### config.mk
export PLATFORM = sky130hd
export DESIGN_NAME = mcpu_ctrl
export DESIGN_NICKNAME = d
export VERILOG_FILES = /design/src/rtl/mcpu_ctrl.sv
export SDC_FILE = /design/constraint.sdc
export NUM_CORES = 1
export LEC_CHECK = 0
export CAP_MARGIN = 20
export CORE_UTILIZATION = 37
export CTS_CLUSTER_DIAMETER = 50
export DETAILED_ROUTE_END_ITERATION = 10
export HOLD_SLACK_MARGIN = 0.03
export PLACE_DENSITY = 0.84
export SKIP_LAST_GASP = 1
export SYNTH_ARGS = -nofsm -noshare
export SYNTH_HDL_FRONTEND = slang
export SYNTH_SLANG_ARGS = --single-unit
### constraint.sdc
create_clock -name clk -period 1.8 [get_ports clk]
set_input_delay 0.27 -clock clk [delete_from_list [all_inputs] [get_ports clk]]
set_output_delay 0.27 -clock clk [all_outputs]
set_load 0.005 [all_outputs]
### src/rtl/mcpu_ctrl.sv
// Multicycle MIPS-subset control unit: state register plus Moore decode of every
// datapath select and memory request, driven from the instruction register.
module mcpu_ctrl (
    input  logic        clk,
    input  logic        reset,
    input  logic        MIO_ready,
    input  logic [31:0] Inst,
    output logic        IorD,
    output logic        IRWrite,
    output logic        RegWrite,
    output logic        PCWrite,
    output logic        PCWriteCond,
    output logic        Branch,
    output logic [1:0]  RegDst,
    output logic [1:0]  MemtoReg,
    output logic [1:0]  ALUSrcA,
    output logic [1:0]  ALUSrcB,
    output logic [1:0]  PCSource,
    output logic [2:0]  ALU_operation,
    output logic        MemRead,
    output logic        MemWrite,
    output logic        CPU_MIO,
    output logic [3:0]  state,
    output logic        illegal
);

    typedef enum logic [3:0] {
        S_IF  = 4'd0,  S_ID  = 4'd1,  S_MA  = 4'd2,  S_MR  = 4'd3,
        S_LWB = 4'd4,  S_MW  = 4'd5,  S_RX  = 4'd6,  S_RWB = 4'd7,
        S_BR  = 4'd8,  S_JMP = 4'd9,  S_IX  = 4'd10, S_IWB = 4'd11,
        S_LUI = 4'd12, S_JR  = 4'd13, S_JAL = 4'd14
    } state_e;

    localparam logic [2:0] ALU_AND = 3'b000;
    localparam logic [2:0] ALU_OR  = 3'b001;
    localparam logic [2:0] ALU_ADD = 3'b010;
    localparam logic [2:0] ALU_XOR = 3'b011;
    localparam logic [2:0] ALU_NOR = 3'b100;
    localparam logic [2:0] ALU_SRL = 3'b101;
    localparam logic [2:0] ALU_SUB = 3'b110;
    localparam logic [2:0] ALU_SLT = 3'b111;

    localparam logic [5:0] OP_RTYPE = 6'b000000;
    localparam logic [5:0] OP_J     = 6'b000010;
    localparam logic [5:0] OP_JAL   = 6'b000011;
    localparam logic [5:0] OP_BEQ   = 6'b000100;
    localparam logic [5:0] OP_BNE   = 6'b000101;
    localparam logic [5:0] OP_ADDI  = 6'b001000;
    localparam logic [5:0] OP_SLTI  = 6'b001010;
    localparam logic [5:0] OP_ANDI  = 6'b001100;
    localparam logic [5:0] OP_ORI   = 6'b001101;
    localparam logic [5:0] OP_XORI  = 6'b001110;
    localparam logic [5:0] OP_LUI   = 6'b001111;
    localparam logic [5:0] OP_LW    = 6'b100011;
    localparam logic [5:0] OP_SW    = 6'b101011;
    localparam logic [5:0] FN_JR    = 6'b001000;

    state_e     state_q;
    state_e     cur_s;
    state_e     id_next;
    logic       id_illegal;
    logic [2:0] rx_alu;
    logic       rx_ok;
    logic [2:0] ix_alu;
    logic [5:0] op;
    logic [5:0] fn;
    logic       unused_inst;

    assign op          = Inst[31:26];
    assign fn          = Inst[5:0];
    assign unused_inst = ^Inst[25:6];

    // While reset is low the outputs already show the fetch decode.
    assign cur_s = reset ? state_q : S_IF;

    // R-type funct and I-type opcode to ALU operation.
    always_comb begin
        rx_alu = ALU_ADD;
        rx_ok  = 1'b1;
        case (fn)
            6'b100000: rx_alu = ALU_ADD;
            6'b100010: rx_alu = ALU_SUB;
            6'b100100: rx_alu = ALU_AND;
            6'b100101: rx_alu = ALU_OR;
            6'b100110: rx_alu = ALU_XOR;
            6'b100111: rx_alu = ALU_NOR;
            6'b101010: rx_alu = ALU_SLT;
            6'b000010: rx_alu = ALU_SRL;
            default:   rx_ok  = 1'b0;
        endcase
        ix_alu = ALU_ADD;
        case (op)
            OP_ANDI: ix_alu = ALU_AND;
            OP_ORI:  ix_alu = ALU_OR;
            OP_XORI: ix_alu = ALU_XOR;
            OP_SLTI: ix_alu = ALU_SLT;
            default: ix_alu = ALU_ADD;
        endcase
    end

    // Dispatch target out of ID; unsupported encodings fall back to fetch.
    always_comb begin
        id_next    = S_IF;
        id_illegal = 1'b0;
        case (op)
            OP_RTYPE: begin
                if (fn == FN_JR)  id_next = S_JR;
                else if (rx_ok)   id_next = S_RX;
                else              id_illegal = 1'b1;
            end
            OP_LW, OP_SW:                             id_next = S_MA;
            OP_BEQ, OP_BNE:                           id_next = S_BR;
            OP_J:                                     id_next = S_JMP;
            OP_JAL:                                   id_next = S_JAL;
            OP_ADDI, OP_ANDI, OP_ORI, OP_XORI, OP_SLTI: id_next = S_IX;
            OP_LUI:                                   id_next = S_LUI;
            default:                                  id_illegal = 1'b1;
        endcase
    end

    always_ff @(posedge clk) begin
        if (!reset) begin
            state_q <= S_IF;
        end else begin
            case (state_q)
                S_IF:    state_q <= MIO_ready ? S_ID : S_IF;
                S_ID:    state_q <= id_next;
                S_MA:    state_q <= (op == OP_LW) ? S_MR : S_MW;
                S_MR:    state_q <= MIO_ready ? S_LWB : S_MR;
                S_MW:    state_q <= MIO_ready ? S_IF : S_MW;
                S_RX:    state_q <= S_RWB;
                S_IX:    state_q <= S_IWB;
                default: state_q <= S_IF;
            endcase
        end
    end

    // Moore decode of the current state.
    always_comb begin
        IorD          = 1'b0;
        IRWrite       = 1'b0;
        RegWrite      = 1'b0;
        PCWrite       = 1'b0;
        PCWriteCond   = 1'b0;
        Branch        = 1'b0;
        RegDst        = 2'b00;
        MemtoReg      = 2'b00;
        ALUSrcA       = 2'b00;
        ALUSrcB       = 2'b00;
        PCSource      = 2'b00;
        ALU_operation = ALU_ADD;
        MemRead       = 1'b0;
        MemWrite      = 1'b0;
        illegal       = 1'b0;
        case (cur_s)
            S_IF: begin
                MemRead = 1'b1;
                ALUSrcB = 2'b01;
                IRWrite = MIO_ready;
                PCWrite = MIO_ready;
            end
            S_ID: begin
                ALUSrcB = 2'b11;
                illegal = id_illegal;
            end
            S_MA: begin
                ALUSrcA = 2'b01;
                ALUSrcB = 2'b10;
            end
            S_MR: begin
                IorD    = 1'b1;
                MemRead = 1'b1;
            end
            S_LWB: begin
                MemtoReg = 2'b01;
                RegWrite = 1'b1;
            end
            S_MW: begin
                IorD     = 1'b1;
                MemWrite = 1'b1;
            end
            S_RX: begin
                ALUSrcA       = 2'b01;
                ALU_operation = rx_alu;
            end
            S_RWB: begin
                RegDst   = 2'b01;
                RegWrite = 1'b1;
            end
            S_BR: begin
                ALUSrcA       = 2'b01;
                ALU_operation = ALU_SUB;
                PCWriteCond   = 1'b1;
                PCSource      = 2'b01;
                Branch        = (op == OP_BEQ);
            end
            S_JMP: begin
                PCSource = 2'b10;
                PCWrite  = 1'b1;
            end
            S_IX: begin
                ALUSrcA       = 2'b01;
                ALUSrcB       = 2'b10;
                ALU_operation = ix_alu;
            end
            S_IWB: RegWrite = 1'b1;
            S_LUI: begin
                MemtoReg = 2'b10;
                RegWrite = 1'b1;
            end
            S_JR: begin
                ALUSrcA = 2'b01;
                PCWrite = 1'b1;
            end
            S_JAL: begin
                RegDst   = 2'b10;
                MemtoReg = 2'b11;
                RegWrite = 1'b1;
                PCSource = 2'b10;
                PCWrite  = 1'b1;
            end
            default: ;
        endcase
    end

    assign CPU_MIO = MemRead | MemWrite;
    assign state   = cur_s;

endmodule

==> impl_results.md, run 1 <==
- Run status: finished, violations left
- Failing checks: negative setup slack
- Synth Instances: 154
- Sequential share of the synthesized area: 0.0791
- Sw Ratio: 0.353
- Final setup vio count: 13
- Largest fanout on the critical path: 9
- Fmax: 0.472 GHz
- Final min period: 2.12 ns
- Final ANT Viol Nets: 0
- CTS Buf Count: 3
- Htree depth: 1
- Die Ht: 54.3 um
- # IOs: 62
- Crit path kind: register to output pin
- Distinct cell type count after synthesis: 56
- Clock sink total: 4
- Slack of the worst reg-to-reg path: 0.43 ns
- HPWL Detailed: 2.96 mm
- DR WL/cell: 17.5 um
- Yosys reg bits: 4
- R2R depth: 5
- Initial Utilization: 0.401
- Total power: 492 uW
- Largest registers: state_q: 4 flops
- CTS tree: built
- Vias in the first global route: 1514
- Primary FF master, synth: dfxtp_1
- Fin crit share: 1.18
- Number of diodes: 0
- WL final: 4.93 mm
- Fin nets: 288
- Via Count: 1647
- Largest register by flop count: state_q
- CP required: 1.53 ns
- Internal power: 318 uW
- Clock power frac: 0.231
- WHS Endpoint: state_q[1]
- Hold Path Stages: 3
- Critical path endpoint category: output pin
- PwrDens: 234 nW/um^2
- Layout area overhead: 108%
- Gr usage total: 0.303
- Largest net degree at the start of global routing: 11
- Final hold violations: 0
- Synth async-reset ratio: 0
- Hold Startpoint: Inst[30]
- Die area: 2950 um^2
- RSZ-0062 raised after global routing: yes
- Port Buffers: 40
- Sequential fraction of design power: 0.192
- Synth Warn #: 0
- VDD IR-drop max: 0.000234 V
- Fill cell count: 137
- Share of cells above drive strength 1: 0.458
- Post-synth EDFFs: 0
- # DRC: 0
- Logic pwr share: 0.577
- Syn Nets: 189
- Die W: 54.3 um
- First-pass GRT wire length: 6.60 mm
- Flip-flop count of the largest register after layout: 4
- Synthesized area per cell: 6.57 um^2
- Worst Hold Class: primary input to register
- Pre-CTS WS: -0.632 ns
- Setup ws final: -0.320 ns
- Startpoint types: register
- Mapped Area: 1010 um^2
- Max cap viols: 0
- CTS root buf: clkbuf_4
- Arr. time, crit path: 1.85 ns
- Terminus of the critical flop-to-flop path: state_q[2]
- Clock latency on the worst-skew pair: 0.24 ns
- Most common cell after layout, fill and taps aside: buf_4
- Global route overflow: 0
- Initial antenna violation count: 0
- Max-slew violations: 0
- Drt initial violations: 72
- Core area: 2520 um^2
- CTS max path bufs: 2
- Clock transition at path regs: 0.04 ns
- Drt first pass iters: 4
- Leak Pwr: 1.00 nW
- Commonest cells after routing, fill and taps aside: buf_4 (59), nor2_1 (13), dlygate4sd2_1 (13)
- Vias/cell: 5.86
- Rows: 18
- RD Place Congestion: 0.941
- Hold Buf Count CTS: 0
- Worst flop-to-flop path startpoint: state_q[1]
- Clk_skew: 0.00248 ns
- Switching power: 174 uW
==> power by group through the flow <==
stage,clock [mW],sequential [mW],combinational [mW]
3_5_place_dp,0,0.0962,0.239
3_3_place_gp,0,0.0959,0.231
2_1_floorplan,0,0.0926,0.0994
6_report,0.113,0.0944,0.284
5_1_grt,0.121,0.0949,0.304
4_1_cts,0.112,0.0952,0.260
==> critical path, stage by stage (launching register included) <==
cell and delay, ns:
dfxtp_4 0.41, nor2b_2 0.26, buf_4 0.16, nand2_1 0.07
a21oi_1 0.19, clkdlybuf4s50_1 0.52
==> Yosys cell counts, drive strengths merged (4+ instances only) <==
| cell type | n | share of area |
|---|---|---|
| a21oi | 7 | 0.035 |
| and2b | 4 | 0.033 |
| buf | 10 | 0.057 |
| clkbuf | 4 | 0.015 |
| dfxtp | 4 | 0.079 |
| inv | 6 | 0.022 |
| mux2i | 4 | 0.040 |
| nand2 | 12 | 0.044 |
| nand2b | 7 | 0.046 |
| nor2 | 15 | 0.056 |
| nor2b | 7 | 0.043 |
| nor3 | 7 | 0.035 |
| o21ai | 6 | 0.030 |
==> worst max path at each step <==
stage	start	depth (start not counted)	to
floorplan	state_q[2]	4	Branch
global placement	Inst[29]	6	ALU_operation[2]
detailed placement	Inst[31]	6	ALU_operation[0]
CTS	state_q[1]	5	Branch
global route	state_q[0]	5	ALUSrcB[1]
finish	state_q[0]	5	PCSource[1]
==> metrics by stage <==
| stage | util | TNS [ns] | instances | hold WS [ns] | area [um^2] |
|---|---|---|---|---|---|
| after floorplan | - | 0 | 154 | 0.459 | 1010 |
| after global placement | 0.713 | -8.01 | 266 | 0.678 | 1800 |
| after detailed placement | 0.713 | -8.72 | 266 | 0.699 | 1800 |
| after CTS | 0.804 | -1.97 | 278 | 0.459 | 2030 |
| after global routing | 0.834 | -2.71 | 281 | 0.489 | 2100 |
| final | 0.834 | -1.84 | 281 | 0.471 | 2100 |
==> cell type report <==
type / instances / area [um^2] / share of cell area
multi-input combinational: 130 / 1010 / 0.478
timing repair buffer: 108 / 925 / 0.440
sequential: 4 / 90.1 / 0.0428
tap: 30 / 37.5 / 0.0178
clock buffer: 3 / 22.5 / 0.0107
inverter: 6 / 22.5 / 0.0107
==> layer usage <==
metal,share of wire,track usage,up-vias,routed length [um]
li1,-,-,753,-
met5,0,0,-,0
met1,0.39,0.330,776,1910
met3,0.053,0.0167,27,262
met4,0.032,0.120,0,157
met2,0.53,0.598,91,2600
==> cells by family after synthesis <==
logic type / Yosys count / share of synthesized area
and+or+nand+nor: 77 / 0.447
AOI/OAI and AO/OA: 44 / 0.302
buffers and inverters: 20 / 0.0939
xor gates and xnor gates: 4 / 0.0346
muxes: 4 / 0.0396
DFF: 4 / 0.0791
other: 1 / 0.00370
==> what timing repair did <==
action | CTS | global route
gates resized for setup | 75 | 27
endpoints found under the setup margin | 26 | 18
buffers inserted | 9 | 3
pin swaps | 10 | 11
Note: power is estimated with default switching activity, not from simulation.
==> run 2, diff against run 1 <==
--- a/config.mk
+++ b/config.mk
@@ -12,6 +12,7 @@
 export HOLD_SLACK_MARGIN = 0.03
 export PLACE_DENSITY = 0.84
 export SKIP_LAST_GASP = 1
+export SLEW_MARGIN = 20
 export SYNTH_ARGS = -nofsm -noshare
 export SYNTH_HDL_FRONTEND = slang
 export SYNTH_SLANG_ARGS = --single-unit
==> results of run 2 <==
No change in the layout: final DEF, timing and power equal those of run 1.
==> run 3, diff against run 2 <==
--- a/config.mk
+++ b/config.mk
@@ -9,8 +9,9 @@
 export CORE_UTILIZATION = 37
 export CTS_CLUSTER_DIAMETER = 50
 export DETAILED_ROUTE_END_ITERATION = 10
+export GPL_ROUTABILITY_DRIVEN = 0
 export HOLD_SLACK_MARGIN = 0.03
-export PLACE_DENSITY = 0.84
+export PLACE_DENSITY = 0.83
 export SKIP_LAST_GASP = 1
 export SLEW_MARGIN = 20
 export SYNTH_ARGS = -nofsm -noshare
==> impl_results.md, run 3 (same netlist as run 1, synthesis figures left out) <==
- RSZ-0062 raised after global routing: yes
- Internal power: 332 uW (+4.5%)
- Clock latency on the worst-skew pair: 0.24 ns (about the same)
- Run status: finished, violations left
- Crit path max-delay family: simple AND/OR/NAND/NOR gates
- HPWL Detailed: 3.15 mm (+6.4%)
- Initial antenna violation count: 0 (unchanged)
- Die Ht: 54.3 um (unchanged)
- Switching power: 210 uW (+21%)
- CTS root buf: clkbuf_4
- Number of diodes: 0 (unchanged)
- Critical path endpoint category: output pin
- Arr. time, crit path: 1.65 ns (-0.20 ns)
- Clk_skew: 0.000242 ns (-0.00224 ns)
- Initial Utilization: 0.401 (unchanged)
- Critical-path top delay cell: dfxtp_4
- VDD IR-drop max: 0.000366 V (+56%)
- Die area: 2950 um^2 (unchanged)
- Crit path kind: register to output pin
- Worst Hold Class: primary input to register
- Startpoint types: register
- Hold Buf Count CTS: 0 (unchanged)
- Layout area overhead: 124%
- Max cap viols: 0 (unchanged)
- Sequential fraction of design power: 0.169 (-0.023)
- Core area: 2520 um^2 (unchanged)
- Largest net degree at the start of global routing: 11 (unchanged)
- Fill cell count: 114 (-17%)
- Fin crit share: 1.07 (-0.112)
- Register area: 92.6 um^2 (+2.8%)
- Drt initial violations: 131 (+82%)
- Share of cells above drive strength 1: 0.562 (+0.104)
- Leak Pwr: 1.10 nW (+9.6%)
- Fmax: 0.521 GHz (+10%)
- Final setup vio count: 14 (+1)
- Max-slew violations: 0 (unchanged)
- Sw Ratio: 0.387 (+0.0336)
- Flip-flop count of the largest register after layout: 4 (unchanged)
- Clock power frac: 0.218 (-0.013)
- Largest fanout on the critical path: 4 (-5)
- Area of the multi-input gates: 1080 um^2 (+7.8%)
- Crit path largest cell delay: 0.35 ns (-0.17 ns)
- Setup ws final: -0.119 ns (+0.201 ns)
- Via Count: 2000 (+21%)
- Failing checks: negative setup slack
- Logic pwr share: 0.612 (+0.035)
- Largest register by flop count: state_q
- Final ANT Viol Nets: 0 (unchanged)
- PwrDens: 239 nW/um^2 (+2.1%)
- WL final: 7.08 mm (+43%)
- Drt first pass iters: 5 (+1)
- Rows: 18 (unchanged)
- Most common cell after layout, fill and taps aside: buf_4
- Fin util: 0.901 (+0.0670)
- CP required: 1.53 ns (about the same)
- WHS: 0.502 ns (+0.0312 ns)
- Final min period: 1.92 ns (-0.201 ns)
- CTS Buf Count: 3 (unchanged)
- Global route overflow: 0 (unchanged)
- Crit path cell chain: buf_4, buf_6, nand2b_4, nor3_4, o21ai_1, a31oi_1, buf_2
- Port Buffers: 40 (unchanged)
- Final hold violations: 0 (unchanged)
- # IOs: 62 (unchanged)
- Commonest cells after routing, fill and taps aside: buf_4 (63), buf_6 (21), dlygate4sd2_1 (14)
- # DRC: 0 (unchanged)
- CTS max path bufs: 2 (unchanged)
- DR WL/cell: 24.0 um (+37%)
- WP buf/inv: 3 (+1)
- Die W: 54.3 um (unchanged)
- Fin nets: 302 (+4.9%)
- Clock transition at path regs: 0.04 ns (about the same)
- First-pass GRT wire length: 8.24 mm (+25%)
- Largest registers: state_q: 4 flops
- Htree depth: 1 (unchanged)
- Total power: 542 uW (+10%)
- Vias in the first global route: 1672 (+10%)
- CTS tree: built
- Gr usage total: 0.394 (+0.0903)
- Clock sink total: 4 (unchanged)
- Vias/cell: 6.78 (+16%)
## run 3: worst paths after layout
kind	from	endpoint	slack [ns]	depth (start not counted)
setup / recovery	state_q[1]	illegal	-0.12	7
hold reg to reg	state_q[2]	state_q[3]	0.72	2
setup reg to reg	state_q[1]	state_q[3]	-0.02	9
hold / removal	reset	state_q[2]	0.50	4
## run 3: through the flow
step | setup TNS [ns] | cells | setup WS, ns | instance area (um^2)
floorplan | 0 | 154 | 0.274 | 1010
detailed placement | -8.65 | 260 | -0.646 | 1750
finish | -0.948 | 295 | -0.119 | 2270
global placement | -7.74 | 260 | -0.650 | 1750
global route | -1.40 | 295 | -0.167 | 2270
CTS | -0.798 | 283 | -0.194 | 2110
## run 3: repair_timing
action / in CTS / in global routing
pin swaps: 13 / 17
setup buffers: 22 / 13
resized for setup: 109 / 54
setup endpoints to repair: 26 / 21
## run 3: worst min-delay path, stage by stage
cell	delay, ns
clkbuf_2	0.15
nand2b_4	0.12
buf_4	0.11
o22ai_2	0.05
## run 3: power groups by stage
stage | Combinational, mW | Sequential, mW | Clock [mW]
after floorplan | 0.0994 | 0.0926 | 0
after global placement | 0.222 | 0.0945 | 0
after detailed placement | 0.232 | 0.0948 | 0
after CTS | 0.268 | 0.0913 | 0.115
after global routing | 0.341 | 0.0917 | 0.125
final | 0.332 | 0.0918 | 0.118
## run 3: cell type report
type                    count  share of cell area
well taps                  30              0.0165
multi-input cells         130               0.477
clock buffers               3             0.00991
inverters                   6             0.00991
repair buffers            122               0.445
flip-flops and latches      4              0.0407
## run 3: layer usage
layer | wire length [um] | vias up | track usage | part of all wire
met3 | 811 | 107 | 0.0889 | 0.11
met4 | 806 | 0 | 0.261 | 0.11
met1 | 2320 | 892 | 0.445 | 0.33
li1 | - | 783 | - | -
met5 | 0 | - | 0 | 0
met2 | 3140 | 218 | 0.654 | 0.44
